--- src/rtl/i2s_tx.sv ---
// I2S transmitter: serialises 24-bit L/R pairs MSB-first, one bit after each WS edge.
// Generates its own SCK/WS and keeps a one-pair holding buffer with underrun/overrun flags.
module i2s_tx #(
   parameter int unsigned DIV_CLK   = 28,
   parameter int unsigned SLOT_BITS = 32,
   parameter int unsigned DATA_W    = 24
) (
   input  logic              clk,
   input  logic              Reset_n,
   input  logic [DATA_W-1:0] L_Data_in,
   input  logic [DATA_W-1:0] R_Data_in,
   input  logic              Sample_Valid,
   input  logic              Enable,
   output logic              SCK_output,
   output logic              WS_output,
   output logic              SD_output,
   output logic              Sample_Ack,
   output logic              Underrun,
   output logic              Overrun,
   output logic [15:0]       Underrun_cnt
);

   localparam int unsigned FRAME_BITS = 2 * SLOT_BITS;
   localparam int unsigned SCK_W      = $clog2(DIV_CLK);
   localparam int unsigned BIT_W      = $clog2(FRAME_BITS);

   localparam logic [SCK_W-1:0] SCK_LAST     = SCK_W'(DIV_CLK - 1);
   localparam logic [SCK_W-1:0] SCK_HALF     = SCK_W'(DIV_CLK / 2);
   localparam logic [BIT_W-1:0] BIT_LAST     = BIT_W'(FRAME_BITS - 1);
   localparam logic [BIT_W-1:0] SLOT         = BIT_W'(SLOT_BITS);
   localparam logic [BIT_W-1:0] L_LAST       = BIT_W'(DATA_W);
   localparam logic [BIT_W-1:0] L_SHIFT_LAST = BIT_W'(DATA_W - 1);
   localparam logic [BIT_W-1:0] R_FIRST      = BIT_W'(SLOT_BITS + 1);
   localparam logic [BIT_W-1:0] R_LAST       = BIT_W'(SLOT_BITS + DATA_W);
   localparam logic [BIT_W-1:0] R_SHIFT_LAST = BIT_W'(SLOT_BITS + DATA_W - 1);

   logic [SCK_W-1:0]  sck_cnt_q, sck_cnt_d;
   logic [BIT_W-1:0]  bit_cnt_q, bit_cnt_d;
   logic [DATA_W-1:0] hold_l_q, hold_l_d, hold_r_q, hold_r_d;
   logic              hold_full_q, hold_full_d;
   logic [DATA_W-1:0] shift_l_q, shift_l_d, shift_r_q, shift_r_d;
   logic              tx_en_q, tx_en_d;
   logic              ack_q, ack_d, underrun_q, underrun_d, overrun_q, overrun_d;
   logic [15:0]       underrun_cnt_q, underrun_cnt_d;

   logic sck_last, fb, consume, l_win, r_win, l_shift, r_shift;

   assign sck_last = (sck_cnt_q == SCK_LAST);
   assign fb       = sck_last && (bit_cnt_q == BIT_LAST);
   assign consume  = fb && Enable && hold_full_q;
   assign l_win    = (bit_cnt_q != '0) && (bit_cnt_q <= L_LAST);
   assign r_win    = (bit_cnt_q >= R_FIRST) && (bit_cnt_q <= R_LAST);
   assign l_shift  = (bit_cnt_q != '0) && (bit_cnt_q <= L_SHIFT_LAST);
   assign r_shift  = (bit_cnt_q >= R_FIRST) && (bit_cnt_q <= R_SHIFT_LAST);

   always_comb begin
      sck_cnt_d      = sck_last ? '0 : sck_cnt_q + 1'b1;
      bit_cnt_d      = bit_cnt_q;
      hold_l_d       = hold_l_q;
      hold_r_d       = hold_r_q;
      hold_full_d    = hold_full_q;
      shift_l_d      = shift_l_q;
      shift_r_d      = shift_r_q;
      tx_en_d        = tx_en_q;
      ack_d          = consume;
      underrun_d     = fb && Enable && !hold_full_q;
      overrun_d      = Sample_Valid && hold_full_q && !consume;
      underrun_cnt_d = underrun_cnt_q;

      if (sck_last) begin
         bit_cnt_d = (bit_cnt_q == BIT_LAST) ? '0 : bit_cnt_q + 1'b1;
      end

      // New data always wins; a coincident consume still sends the old pair.
      if (Sample_Valid) begin
         hold_l_d    = L_Data_in;
         hold_r_d    = R_Data_in;
         hold_full_d = 1'b1;
      end else if (consume) begin
         hold_full_d = 1'b0;
      end

      if (fb) begin
         tx_en_d   = Enable;
         shift_l_d = consume ? hold_l_q : '0;
         shift_r_d = consume ? hold_r_q : '0;
      end else if (sck_last) begin
         if (l_shift) shift_l_d = {shift_l_q[DATA_W-2:0], 1'b0};
         if (r_shift) shift_r_d = {shift_r_q[DATA_W-2:0], 1'b0};
      end

      if (underrun_d && (underrun_cnt_q != 16'hFFFF)) begin
         underrun_cnt_d = underrun_cnt_q + 16'd1;
      end
   end

   always_ff @(posedge clk or negedge Reset_n) begin
      if (!Reset_n) begin
         sck_cnt_q      <= '0;
         bit_cnt_q      <= '0;
         hold_l_q       <= '0;
         hold_r_q       <= '0;
         hold_full_q    <= 1'b0;
         shift_l_q      <= '0;
         shift_r_q      <= '0;
         tx_en_q        <= 1'b0;
         ack_q          <= 1'b0;
         underrun_q     <= 1'b0;
         overrun_q      <= 1'b0;
         underrun_cnt_q <= '0;
      end else begin
         sck_cnt_q      <= sck_cnt_d;
         bit_cnt_q      <= bit_cnt_d;
         hold_l_q       <= hold_l_d;
         hold_r_q       <= hold_r_d;
         hold_full_q    <= hold_full_d;
         shift_l_q      <= shift_l_d;
         shift_r_q      <= shift_r_d;
         tx_en_q        <= tx_en_d;
         ack_q          <= ack_d;
         underrun_q     <= underrun_d;
         overrun_q      <= overrun_d;
         underrun_cnt_q <= underrun_cnt_d;
      end
   end

   assign SCK_output   = (sck_cnt_q >= SCK_HALF);
   assign WS_output    = (bit_cnt_q >= SLOT);
   assign SD_output    = tx_en_q && ((l_win && shift_l_q[DATA_W-1]) ||
                                     (r_win && shift_r_q[DATA_W-1]));
   assign Sample_Ack   = ack_q;
   assign Underrun     = underrun_q;
   assign Overrun      = overrun_q;
   assign Underrun_cnt = underrun_cnt_q;

endmodule

--- config.mk ---
export PLATFORM = sky130hd
export DESIGN_NAME = i2s_tx
export DESIGN_NICKNAME = d
export VERILOG_FILES = /design/src/rtl/i2s_tx.sv
export SDC_FILE = /design/constraint.sdc
export NUM_CORES = 1
export LEC_CHECK = 0
export CAP_MARGIN = 5
export CORE_MARGIN = 3
export CORE_UTILIZATION = 50
export DETAILED_ROUTE_END_ITERATION = 7
export HOLD_SLACK_MARGIN = 0.06
export PLACE_DENSITY = 0.76
export SETUP_SLACK_MARGIN = 0.05
export SYNTH_ARGS = -nofsm -noshare
export SYNTH_HDL_FRONTEND = slang
export SYNTH_SLANG_ARGS = --single-unit
--- constraint.sdc ---
create_clock -name clk -period 2.4 [get_ports clk]
set_clock_uncertainty 0.15 [all_clocks]
set_input_delay 0.24 -clock clk [delete_from_list [all_inputs] [get_ports clk]]
set_output_delay 0.24 -clock clk [all_outputs]
set_load 0.01 [all_outputs]
Word-level counts from Yosys, hierarchy flattened
Index checks and enable logic that the tools add are counted.
{ "word_totals": {"inputBits": 52, "regBits": 128, "word_cells": 61, "out_inout_bits": 22} }
{ "classes": {"eq_ne": 3, "reduce_logical": 24, "mux": 12, "add_sub_neg": 3, "magnitude_cmp": 7} }
{ "op_table": {"columns": ["op", "count"], "rows": [
  ["$mux W24", 8],
  ["$add A16 B1 Y16 const B", 1],
  ["$ne A16 B16 Y1 const B", 1],
  ["$logic_and A1 B1 Y1", 14],
  ["$ge A6 B6 Y1 const B", 2],
  ["$le A6 B5 Y1 const B", 2],
  ["$le A6 B6 Y1 const B", 2],
  ["$reduce_bool A2 Y1", 4],
  ["$add A6 B1 Y6 const B", 1],
  ["$eq A6 B6 Y1 const B", 1],
  ["$mux W6", 1],
  ["$reduce_bool A6 Y1", 1],
  ["$add A5 B1 Y5 const B", 1],
  ["$eq A5 B5 Y1 const B", 1],
  ["$ge A5 B4 Y1 const B", 1],
  ["$mux W5", 1],
  ["$reduce_and A2 Y1", 2],
  ["$logic_not A1 Y1", 2],
  ["$mux W1", 2],
  ["$logic_or A1 B1 Y1", 1]
]} }

Longest topological paths before layout
{ "depth": {"depth_word": 6, "mapped_depth": 9, "depth_no_buf": 7} }

Worst setup path after synthesis
OpenSTA, ideal clock, no wires.
{ "synth_timing": {"path_type": "flip-flop to flip-flop", "startpoint": "reg underrun_cnt_q[0] (netlist: Underrun_cnt[0])", "endpoint": "reg underrun_cnt_q[1] (netlist: Underrun_cnt[1])", "setup_slack_ps": 244, "path_buffers": 0, "arrival_time_ps": 1882, "synth_period_minus_slack_ps": 2156, "setup_time_ps": 125, "t_required_ps": 2125, "stages_incl_launch_ff": 6, "path_cell_list": "dfrtp_1 > ha_1 > nand3_1 > or4_4 > o21ai_4 > mux2_2"} }
{ "synth_via": {"elab_chain_len": 2, "elab_cells_between_ends": 3, "cone_classes": "1 x add/sub; 1 x eq/ne; 1 x reduce/logical"} }
{ "synth_lines": {"columns": ["element", "line_no", "rtl"], "rows": [
  ["from (decl)", "44", "logic [15:0] underrun_cnt_q, underrun_cnt_d;"],
  ["from (signal assigned)", "123", "underrun_cnt_q <= underrun_cnt_d;"],
  ["parallel branches: the longest is 2 deep, another holds $add A16 B1 Y16", null, null]
]} }
Parallel ways; which one is timed is not known.
A chain may end at the register's enable or synchronous reset.

Final worst setup path
{ "layout_timing": {"startpoint": "reg bit_cnt_q[1]", "endpoint": "out SD_output"} }
{ "layout_via": {"elab_chain_len": 5, "elab_cells_between_ends": 10, "cone_classes": "3 x order compare; 7 x reduce/logical"} }
{ "layout_lines": {"columns": ["element", "line_no", "rtl"], "rows": [
  ["from (decl)", "38", "logic [BIT_W-1:0] bit_cnt_q, bit_cnt_d;"],
  ["from (signal assigned)", "113", "bit_cnt_q <= bit_cnt_d;"],
  ["$le A6 B5 Y1, or another cell as far along", "51", "assign l_win = (bit_cnt_q != '0) && (bit_cnt_q <= L_LAST);"],
  ["$logic_and A1 B1 Y1 (on tied branches)", "51, 52", null],
  ["$logic_and A1 B1 Y1 (on tied branches)", "129, 130", null],
  ["$logic_or A1 B1 Y1 *", "129", "assign SD_output = tx_en_q && ((l_win && shift_l_q[DATA_W-1]) ||"],
  ["$logic_and A1 B1 Y1 *", "129", null],
  ["to (decl)", "16", "output logic SD_output,"]
]} }
Every way passes the cells marked *; elsewhere a longest branch is shown, timed or not.

==> metrics.csv <==
metric,value,unit
status,"complete, but fails checks",
failing checks,setup timing,
IO Pins,74,
routed vias/inst,5.62,
final worst slack,-0.147,ns
syn avg cell area,11.8,um^2
die span in x,111,um
initial antenna violation count,0,
Worst path slowest cell,or4b_4,
sequential fraction of the synthesis area,0.586,
clk root buf,clkbuf_8,
First-pass DRT Iterations,5,
H-tree depth,4,
area of the die,12200,um^2
CTS tree,yes,
Critical R2R Launch,bit_cnt_q[1],
clk buf depth,2,
clk_lat worst skew,0.52,ns
most frequent cells in the layout,"dfrtp_1 (127), clkdlybuf4s50_1 (69), nand2_1 (62)",
vias in the first global route,4208,
Core ar.,10500,um^2
Hold Crit Class,input pin to asynchronous set/reset pin,
# diodes,0,
Nets,624,
arrival time at the worst endpoint,2.16,ns
post-route design area,7310,um^2
leak pwr,3.46,nW
chip height,111,um
largest delay contributor family on the critical path,simple AND/OR/NAND/NOR gates,
PD cells,721,nW/um^2
clock slew at reported path FFs,0.06,ns
min Tclk post-route,2.55,ns
slew at the pin closest to its max-slew limit,0.663,ns
final setup vio count,1,
Remaining DRCs,0,
CP required,2.01,ns
hold slack,0.141,ns
1st-iter DRT viols,342,
post-place setup slack,-0.157,ns
Placer Congestion,0.820,
Overflow after GRT,0,
Max Freq,393,MHz
Num CTS Buffers,17,
via count,4006,
crit path max fanout,2,
HPWL after DPL,7440,um
input/output buffers,73,
"Slew Viols, Final",0,
WP buf/inv,3,
Core Rows,37,
CP cell instances,inv_2 -> buf_12 -> ha_4 -> nor4b_1 -> or4b_4 -> a21boi_1 -> buf_2,
Syn-to-layout area delta,33.7,%
Max Cap Viol,0,
CP startpoint kind,flop,
Post-synth EDFFs,0,
unrepaired setup endpoints after global routing,yes,
first-pass GRT wire length,20400,um
dominant synthesized flop cell,dfrtp_1,
ys async rst share,1.00,
CP peak stage delay,0.48,ns
synth unique cells,44,
WL/cell,16.8,um
CP startpoint,bit_cnt_q[1],
Final Hold Viols,0,
dpl cell area,6480,um^2
Yosys reg bits,128,
Post-Syn Nets,523,
Rel. slew slack,0.558,
Setup crit end kind,primary output,
worst vdd ir,0.460,mV
synthesized netlist cell count,464,
CTS sink count,128,
Synth Cell Area,5460,um^2
layout cells sized above 1,0.244,
Synth warnings,0,
Util after Layout,0.698,
"commonest non-fill, non-tap cell in the layout",dfrtp_1,
Crit Path Category,flop to primary output,
aggregate global-route resource usage,0.203,
largest net degree at the start of global routing,48,
Final Cycle Share,1.06,
Starting Density,0.522,
DRT Wirelength,12000,um
Post-DRT Antenna Nets,0,
cells in the mapped netlist, types with 2 or more instances:
cell type | count | area [um^2]
dfrtp_1 | 128 | 3200
nand2_1 | 62 | 233
mux2_2 | 50 | 563
a22oi_1 | 43 | 323
o21ai_0 | 28 | 140
o21ai_1 | 18 | 90.1
nor2_1 | 16 | 60.1
buf_2 | 13 | 65.1
xor2_1 | 11 | 96.3
inv_1 | 9 | 33.8
clkbuf_1 | 7 | 26.3
ha_1 | 7 | 87.6
nor3_1 | 7 | 35.0
xnor2_1 | 7 | 61.3
nand3_1 | 6 | 30.0
a21oi_1 | 5 | 25.0
buf_1 | 4 | 15.0
buf_4 | 4 | 30.0
nand4_1 | 4 | 25.0
nand2b_1 | 3 | 18.8
o211ai_1 | 3 | 22.5
a211oi_1 | 2 | 15.0
a22o_1 | 2 | 17.5
and3_1 | 2 | 12.5
nor4_1 | 2 | 12.5
nor4_4 | 2 | 42.5
nor4b_1 | 2 | 17.5
report_power, final:
| part | total (W) | internal [W] | switching (W) |
|---|---|---|---|
| Clock | 0.00273 | 0.00182 | 0.000910 |
| Sequential | 0.00229 | 0.00224 | 0.0000472 |
| Combinational | 0.000249 | 0.000157 | 0.0000926 |
| Total | 0.00527 | 0.00422 | 0.00105 |
final timing paths:
| path | to | slack (ns) | cells after the start |
|---|---|---|---|
| worst max-delay path | SD_output | -0.15 | 7 |
| worst min-delay path | Underrun_cnt[9] | 0.14 | 2 |
| worst max register to register | shift_r_q[23] | 0.03 | 9 |
| worst min register to register | shift_l_q[15] | 0.33 | 2 |
| max in group asynchronous | hold_r_q[9] | 1.25 | 3 |
| min in group clk | hold_r_q[17] | 0.15 | 2 |
layout make-up:
cell class | count | area (um^2)
clock inverter | 9 | 154
clock buffer | 22 | 483
multi-input combinational | 299 | 2180
inverter | 9 | 33.8
timing repair buffer | 110 | 1080
fill | 729 | 3160
sequential | 128 | 3200
tap | 136 | 170
metrics by stage:
| stage | setup TNS (ns) | cells | total power, W |
|---|---|---|---|
| floorplan | 0 | 464 | 0.00241 |
| global placement | -0.0963 | 673 | 0.00257 |
| finish | -0.147 | 713 | 0.00527 |
| detailed placement | -0.157 | 673 | 0.00258 |
| CTS | -0.135 | 708 | 0.00530 |
| global route | -2.24 | 713 | 0.00544 |
state kept, by name, indices dropped and copies added, names as in the netlist:
signal,flops
sck_cnt_q,5
hold_l_q,24
hold_full_q,1
bit_cnt_q,6
Underrun,1
hold_r_q,24
tx_en_q,1
Underrun_cnt,16
Sample_Ack,1
shift_l_q,24
shift_r_q,24
Overrun,1
what timing repair did:
| item | 4_1_cts | 5_1_grt |
|---|---|---|
| hold endpoints to repair | 44 | 0 |
| gates resized for setup | 17 | 17 |
| cloned | 0 | 2 |
| buffers inserted | 3 | 3 |
| pin swaps | 3 | 6 |
| setup endpoints to repair | 3 | 55 |
| hold buffers | 1 | 0 |
worst reg2reg max path: stages, from the launching register on:
cell	delay [ns]
dfrtp_1	0.36
inv_2	0.06
buf_6	0.13
ha_4	0.15
or4b_4	0.52
o2111ai_1	0.31
and2_1	0.23
buf_12	0.22
nand2_1	0.09
o21ai_0	0.08
metal layers:
metal | part of all wire | global-route usage | up-vias | routed length, um
li1 | - | - | 1860 | -
met1 | 0.42 | 0.252 | 2008 | 5010
met2 | 0.52 | 0.342 | 110 | 6180
met3 | 0.046 | 0.0510 | 28 | 550
met4 | 0.020 | 0.0813 | 0 | 235
met5 | 0 | 0 | - | 0
kinds of logic after synthesis:
group,synth area share
AOI/OAI and AO/OA,0.129
xor gates and xnor gates,0.0289
adders and majority gates,0.0160
buffers and inverters,0.0311
DFF,0.586
muxes,0.103
and+or+nand+nor,0.106
No activity file was read; power rests on OpenSTA's default activity.
